File: src/rtl/seq_alu.sv
// seq_alu: sequential ALU with an IDLE/EXEC/FINISH handshake.
// Add/sub/logic/shift finish after one EXEC cycle. Mul (shift-add) and div/mod
// (restoring) resolve one bit per cycle and take NUM_BITS EXEC cycles.
// Optional feature: define SEQ_ALU_ASR_EN to make opcode 4'b1101 an
// arithmetic right shift; otherwise 4'b1101 behaves as an undefined opcode.
// Ports:
//   clk, rst_n     - clock, synchronous active-low reset
//   start, A, B, S - request strobe, operands and opcode (sampled in IDLE only)
//   busy, done     - busy in EXEC/FINISH, done is a one-cycle pulse in FINISH
//   R, N, Z, C, V  - registered result and flags, updated on entry to FINISH
module seq_alu #(
  parameter int NUM_BITS = 8
) (
  input  logic                clk,
  input  logic                rst_n,
  input  logic                start,
  input  logic [NUM_BITS-1:0] A,
  input  logic [NUM_BITS-1:0] B,
  input  logic [3:0]          S,
  output logic                busy,
  output logic                done,
  output logic [NUM_BITS-1:0] R,
  output logic                N,
  output logic                Z,
  output logic                C,
  output logic                V
);

  localparam int CW  = $clog2(NUM_BITS);
  localparam int MSB = NUM_BITS - 1;
  localparam logic [NUM_BITS-1:0] WIDTH_V = NUM_BITS'(NUM_BITS);

  localparam logic [3:0] OP_ADD = 4'b0000;
  localparam logic [3:0] OP_SUB = 4'b0001;
  localparam logic [3:0] OP_MUL = 4'b0010;
  localparam logic [3:0] OP_DIV = 4'b0011;
  localparam logic [3:0] OP_MOD = 4'b0100;
  localparam logic [3:0] OP_AND = 4'b1000;
  localparam logic [3:0] OP_OR  = 4'b1001;
  localparam logic [3:0] OP_XOR = 4'b1010;
  localparam logic [3:0] OP_LSL = 4'b1011;
  localparam logic [3:0] OP_LSR = 4'b1100;
`ifdef SEQ_ALU_ASR_EN
  localparam logic [3:0] OP_ASR = 4'b1101;
`endif

  typedef enum logic [1:0] {IDLE, EXEC, FINISH} state_t;

  state_t              state_q, state_d;
  logic [NUM_BITS-1:0] a_q, b_q;
  logic [3:0]          op_q;
  // Shared iterative working pair: mul keeps {partial high, multiplier/low},
  // div/mod keep {remainder, dividend/quotient}.
  logic [NUM_BITS-1:0] hi_q, lo_q;
  logic [CW-1:0]       cnt_q;
  logic [NUM_BITS-1:0] r_q;
  logic                n_q, z_q, c_q, v_q;

  logic                multi;
  logic [NUM_BITS:0]   mul_sum;
  logic [NUM_BITS-1:0] mul_hi, mul_lo;
  logic [NUM_BITS:0]   div_part;
  logic [NUM_BITS-1:0] div_hi, div_lo;
  logic [NUM_BITS:0]   add_sum;
  logic [NUM_BITS-1:0] sub_dif;
  logic [NUM_BITS-1:0] res_r;
  logic                res_c, res_v;

  assign multi = (op_q == OP_MUL) || (op_q == OP_DIV) || (op_q == OP_MOD);

  // State register
  always_ff @(posedge clk) begin
    if (!rst_n) state_q <= IDLE;
    else        state_q <= state_d;
  end

  // Next-state logic
  always_comb begin
    state_d = state_q;
    case (state_q)
      IDLE:    if (start) state_d = EXEC;
      EXEC:    if (!multi || (cnt_q == '0)) state_d = FINISH;
      FINISH:  state_d = IDLE;
      default: state_d = IDLE;
    endcase
  end

  // Output logic
  always_comb begin
    busy = (state_q == EXEC) || (state_q == FINISH);
    done = (state_q == FINISH);
  end

  // One shift-add step: add A when the current multiplier bit is set, then
  // shift the {carry, high, low} chain right by one.
  always_comb begin
    mul_sum = {1'b0, hi_q} + (lo_q[0] ? {1'b0, a_q} : '0);
    mul_hi  = mul_sum[NUM_BITS:1];
    mul_lo  = {mul_sum[0], lo_q[MSB:1]};
  end

  // One restoring-division step. The remainder stays below B, so after a
  // successful subtract the difference always fits in NUM_BITS bits.
  always_comb begin
    div_part = {hi_q, lo_q[MSB]};
    if (div_part >= {1'b0, b_q}) begin
      div_hi = div_part[MSB:0] - b_q;
      div_lo = {lo_q[MSB-1:0], 1'b1};
    end else begin
      div_hi = div_part[MSB:0];
      div_lo = {lo_q[MSB-1:0], 1'b0};
    end
  end

  assign add_sum = {1'b0, a_q} + {1'b0, b_q};
  assign sub_dif = a_q - b_q;

  // Result for the op finishing this cycle; multi-cycle ops use the final step.
  always_comb begin
    res_r = '0;
    res_c = 1'b0;
    res_v = 1'b0;
    case (op_q)
      OP_ADD: begin
        res_r = add_sum[MSB:0];
        res_c = add_sum[NUM_BITS];
        res_v = (a_q[MSB] == b_q[MSB]) && (add_sum[MSB] != a_q[MSB]);
      end
      OP_SUB: begin
        res_r = sub_dif;
        res_c = (a_q >= b_q);
        res_v = (a_q[MSB] != b_q[MSB]) && (sub_dif[MSB] != a_q[MSB]);
      end
      OP_MUL: begin
        res_r = mul_lo;
        res_v = |mul_hi;
      end
      OP_DIV: begin
        res_r = (b_q == '0) ? '1 : div_lo;
        res_v = (b_q == '0);
      end
      OP_MOD: begin
        res_r = (b_q == '0) ? '1 : div_hi;
        res_v = (b_q == '0);
      end
      OP_AND: res_r = a_q & b_q;
      OP_OR:  res_r = a_q | b_q;
      OP_XOR: res_r = a_q ^ b_q;
      OP_LSL: res_r = (b_q >= WIDTH_V) ? '0 : (a_q << b_q);
      OP_LSR: res_r = (b_q >= WIDTH_V) ? '0 : (a_q >> b_q);
`ifdef SEQ_ALU_ASR_EN
      OP_ASR: res_r = (b_q >= WIDTH_V) ? {NUM_BITS{a_q[MSB]}}
                                       : NUM_BITS'($signed(a_q) >>> b_q);
`endif
      default: res_r = '0;
    endcase
  end

  // Datapath: operand capture, iteration, and result/flag registers
  always_ff @(posedge clk) begin
    if (!rst_n) begin
      a_q   <= '0;
      b_q   <= '0;
      op_q  <= '0;
      hi_q  <= '0;
      lo_q  <= '0;
      cnt_q <= '0;
      r_q   <= '0;
      n_q   <= 1'b0;
      z_q   <= 1'b0;
      c_q   <= 1'b0;
      v_q   <= 1'b0;
    end else begin
      if (state_q == IDLE && start) begin
        a_q   <= A;
        b_q   <= B;
        op_q  <= S;
        hi_q  <= '0;
        lo_q  <= (S == OP_MUL) ? B : A;
        cnt_q <= CW'(NUM_BITS - 1);
      end
      if (state_q == EXEC) begin
        if (op_q == OP_MUL) begin
          hi_q <= mul_hi;
          lo_q <= mul_lo;
        end else begin
          hi_q <= div_hi;
          lo_q <= div_lo;
        end
        cnt_q <= cnt_q - 1'b1;
        if (state_d == FINISH) begin
          r_q <= res_r;
          n_q <= res_r[MSB];
          z_q <= (res_r == '0);
          c_q <= res_c;
          v_q <= res_v;
        end
      end
    end
  end

  assign R = r_q;
  assign N = n_q;
  assign Z = z_q;
  assign C = c_q;
  assign V = v_q;

endmodule

File: config.mk
export PLATFORM = sky130hd
export DESIGN_NAME = seq_alu
export DESIGN_NICKNAME = d
export VERILOG_FILES = /design/src/rtl/seq_alu.sv
export SDC_FILE = /design/constraint.sdc
export NUM_CORES = 1
export LEC_CHECK = 0
export CORE_ASPECT_RATIO = 1.5
export CORE_MARGIN = 4
export CORE_UTILIZATION = 65
export CTS_CLUSTER_SIZE = 8
export DETAILED_ROUTE_END_ITERATION = 8
export GPL_TIMING_DRIVEN = 0
export PLACE_DENSITY_LB_ADDON = 0.25
export RECOVER_POWER = 50
export SLEW_MARGIN = 0
export SYNTH_ARGS = -nofsm -noshare
export SYNTH_HDL_FRONTEND = slang
export SYNTH_SLANG_ARGS = --single-unit
export TNS_END_PERCENT = 30
File: constraint.sdc
create_clock -name clk -period 4.45 [get_ports clk]
set_input_delay 1.1125 -clock clk [delete_from_list [all_inputs] [get_ports clk]]
set_output_delay 1.1125 -clock clk [all_outputs]
set_load 0.02 [all_outputs]
==> results of run 1 <==
==> layout by cell type (no fill, tap or decap), types with 5 or more instances in the layout <==
master	synthesis	routed
mux2i_1	28	28
inv_1	33	33
mux4_2	7	7
and2_1	11	10
a31oi_1	6	6
nor2b_1	16	16
nand3_1	13	13
nor2_1	51	51
o211ai_1	9	9
a21boi_0	19	19
nor4_1	6	6
nand2_1	97	97
a311oi_1	6	6
dfxtp_1	52	52
clkbuf_1	31	32
ha_1	45	45
nor3_1	16	16
buf_2	14	14
o22ai_1	5	5
a2bb2oi_1	6	6
xor2_1	5	5
xnor2_1	5	5
clkbuf_16	0	5
a211oi_1	18	18
a21oi_1	49	49
and3_1	5	5
dlygate4sd3_1	0	16
nand2b_1	10	10
mux2_2	8	8
o21ai_0	40	40
clkdlybuf4s50_1	0	19
==> layout make-up <==
class                           instances  share of cell area
Tap cell                              105              0.0219
Timing Repair Buffer                   35              0.0583
Sequential cell                        52               0.173
Inverter                               35              0.0219
Multi-Input combinational cell        564               0.653
Buffer                                 49              0.0354
Clock inverter                          3              0.0150
Clock buffer                            5              0.0208
==> worst max-delay path: stages (launching register included) <==
cell and delay [ns]:
dfxtp_1 0.39, clkbuf_1 0.43, inv_1 0.31, ha_1 0.47
a21o_1 0.22, a21oi_1 0.36, a2bb2oi_1 0.19, mux2i_1 0.15
a2111oi_0 0.76, o21ai_0 0.38, nor4_1 0.32, a31o_1 0.18
==> registers in the layout, summed over array words and instances (netlist names) <==
name / cells
R: 8
a_q: 8
b_q: 8
hi_q: 8
lo_q: 8
op_q: 4
cnt_q: 3
state_q: 2
C: 1
V: 1
Z: 1
==> cells by family (layout without fill, tap and decap cells) <==
| group | Yosys count | in the layout | synth area share |
|---|---|---|---|
| DFF | 52 | 52 | 0.196 |
| and+or+nand+nor | 258 | 258 | 0.244 |
| muxes | 43 | 43 | 0.0995 |
| buffers and inverters | 84 | 127 | 0.0648 |
| adders and majority gates | 49 | 49 | 0.121 |
| xor gates and xnor gates | 10 | 10 | 0.0165 |
| AOI/OAI and AO/OA | 204 | 204 | 0.258 |
==> final timing paths <==
path / start / end / slack, ns / cells after the start
worst max-delay path: b_q[2] / Z / 0.23 / 11
worst min-delay path: cnt_q[0] / cnt_q[0] / 0.49 / 2
worst max register to register: b_q[2] / Z / 0.23 / 11
worst min register to register: cnt_q[0] / cnt_q[0] / 0.49 / 2
==> layer usage <==
metal  vias to the layer above  routed length, um  global-route usage
li1                       2615                  -                   -
met1                      2673               6780               0.478
met2                       426               9300               0.654
met3                       121               1600              0.0640
met4                         0               1800               0.321
met5                         -                  0                   0
==> power groups by stage <==
stage	logic [W]	clock network, W	registers, W
floorplan	0.000629	0	0.000569
global placement	0.000863	0	0.000584
detailed placement	0.000889	0	0.000587
CTS	0.000896	0.000560	0.000576
global route	0.000998	0.000575	0.000584
finish	0.000924	0.000564	0.000583
==> through the flow <==
step	cell area (um^2)	utilization	cells	total power, W
floorplan	5310	-	700	0.00120
global placement	5790	0.723	840	0.00145
detailed placement	5790	0.723	840	0.00148
CTS	6010	0.750	848	0.00203
global route	6010	0.750	848	0.00216
finish	6010	0.750	848	0.00207
==> impl_metrics.ini, run 1 <==
[floorplan]
rows = 40
core_area_um2 = 8010
die_x_um = 81.8
die_area_um2 = 9710
start_util = 0.663
ios = 37
die_y_um = 119

[grt]
grt_max_degree = 17
grt_pass1_vias = 5596
antenna_found_initial = 0
grt-ovfl-total = 0
grt_use_total = 0.412
grt_pass1_wl_um = 30300

[critical_path]
arrival_ns = 4.46
worstSetupStartpointType = register
endpoint_kind = register
cp.required_ns = 4.70
path_class = register to register
cp_max_fo = 10

[logic_synthesis]
ys_types = 71
yosys_warnings = 0
synth_edf_count = 0
ys_top_cells_by_area = dfxtp_1, ha_1, nand2_1, mux2i_1, a21oi_1
synth_nets = 772
async_reset_ff_frac = 0
syn_area_per_cell_um2 = 7.58
ys_ff_latch = 52
synth_common_cells = nand2_1, dfxtp_1, nor2_1, a21oi_1, ha_1
synth_top_area_share = 0.196
synth_area_leader_cell = dfxtp_1
synth-seq-area-share = 0.196
ys_dominant_reg_cell = dfxtp_1
synthMostInstantiatedCell = nand2_1
syn_area_um2 = 5310
synthCells = 700

[timing]
setup_viol = 0
tns_ns = 0
hold_viol = 0
final_max_slew_viol_count = 0
finalClockSkew_ns = 0.00952
timing.fmax_ghz = 0.237
period_share = 0.948
hold-worst-slack_ns = 0.494
setup_ws_ns = 0.232
tightest_slew_ns = 1.20
slew_headroom = 0.198
period_needed_ns = 4.22
rsz0062_at_grt = no

[cells_and_area]
multiInputGateArea_um2 = 3920
area_delta_synth_final_pct = 13.1
register_area_um2 = 1040
nFillCells = 633
layout-drive-gt1-share = 0.0713
final_nets = 814
n_antenna_cell = 0

[clocking]
postCtsSetupBuffers = 0
cts.htree.levels = 2
path_clk_slew_ns = 0.07
clk_path_buf_depth = 2
postCtsHoldBufs = 0
root_buffer = clkbuf_16
cts_tree = yes
clock_sinks = 52
cts_inserted_buffers = 5
clock_latency_ns = 0.30
cts_resized = 0

[detailed_routing]
wl_um = 19500
drc = 0
dr.pass1.iters = 6
vias = 5835
wl_per_cell_um = 23.0
ant_nets = 0
first_iter_violations = 643
via_per_inst = 6.88

[place]
pre_cts_slack_ns = 0.548
gp_congestion = 1.06
port_buffers = 35
dp_hpwl_um = 14900

[power_and_ir_drop]
ir_drop_uv = 337
p_per_area_nw_per_um2 = 345
intPower_w = 0.00124
pwr-share-comb = 0.446
power_leakage_nw = 2.38
netSwitchingFraction = 0.400
clock_power_share = 0.272
p_sw_w = 0.000828
pwr-share-seq = 0.281

[run_status]
status = complete, no violations

[job]
maxCapViolCount = 0

[worst_hold_path]
hp-class = register to register
(Power assumes the default switching activity.)
==> run 2: changes to the inputs <==
Clock period 4.45 ns to 5 ns, I/O delays scaled along.
==> results of run 2 <==
Same layout as run 1 (identical final DEF). Status: complete, no violations.
Among the figures that moved: setup slack after placement 0.548 ns -> 1.10 ns; setup slack after layout 0.232 ns -> 0.782 ns; register-to-register setup slack 0.23 ns -> 0.78 ns; total power 0.00207 W -> 0.00184 W; worst IR drop on VDD 337 uV -> 300 uV
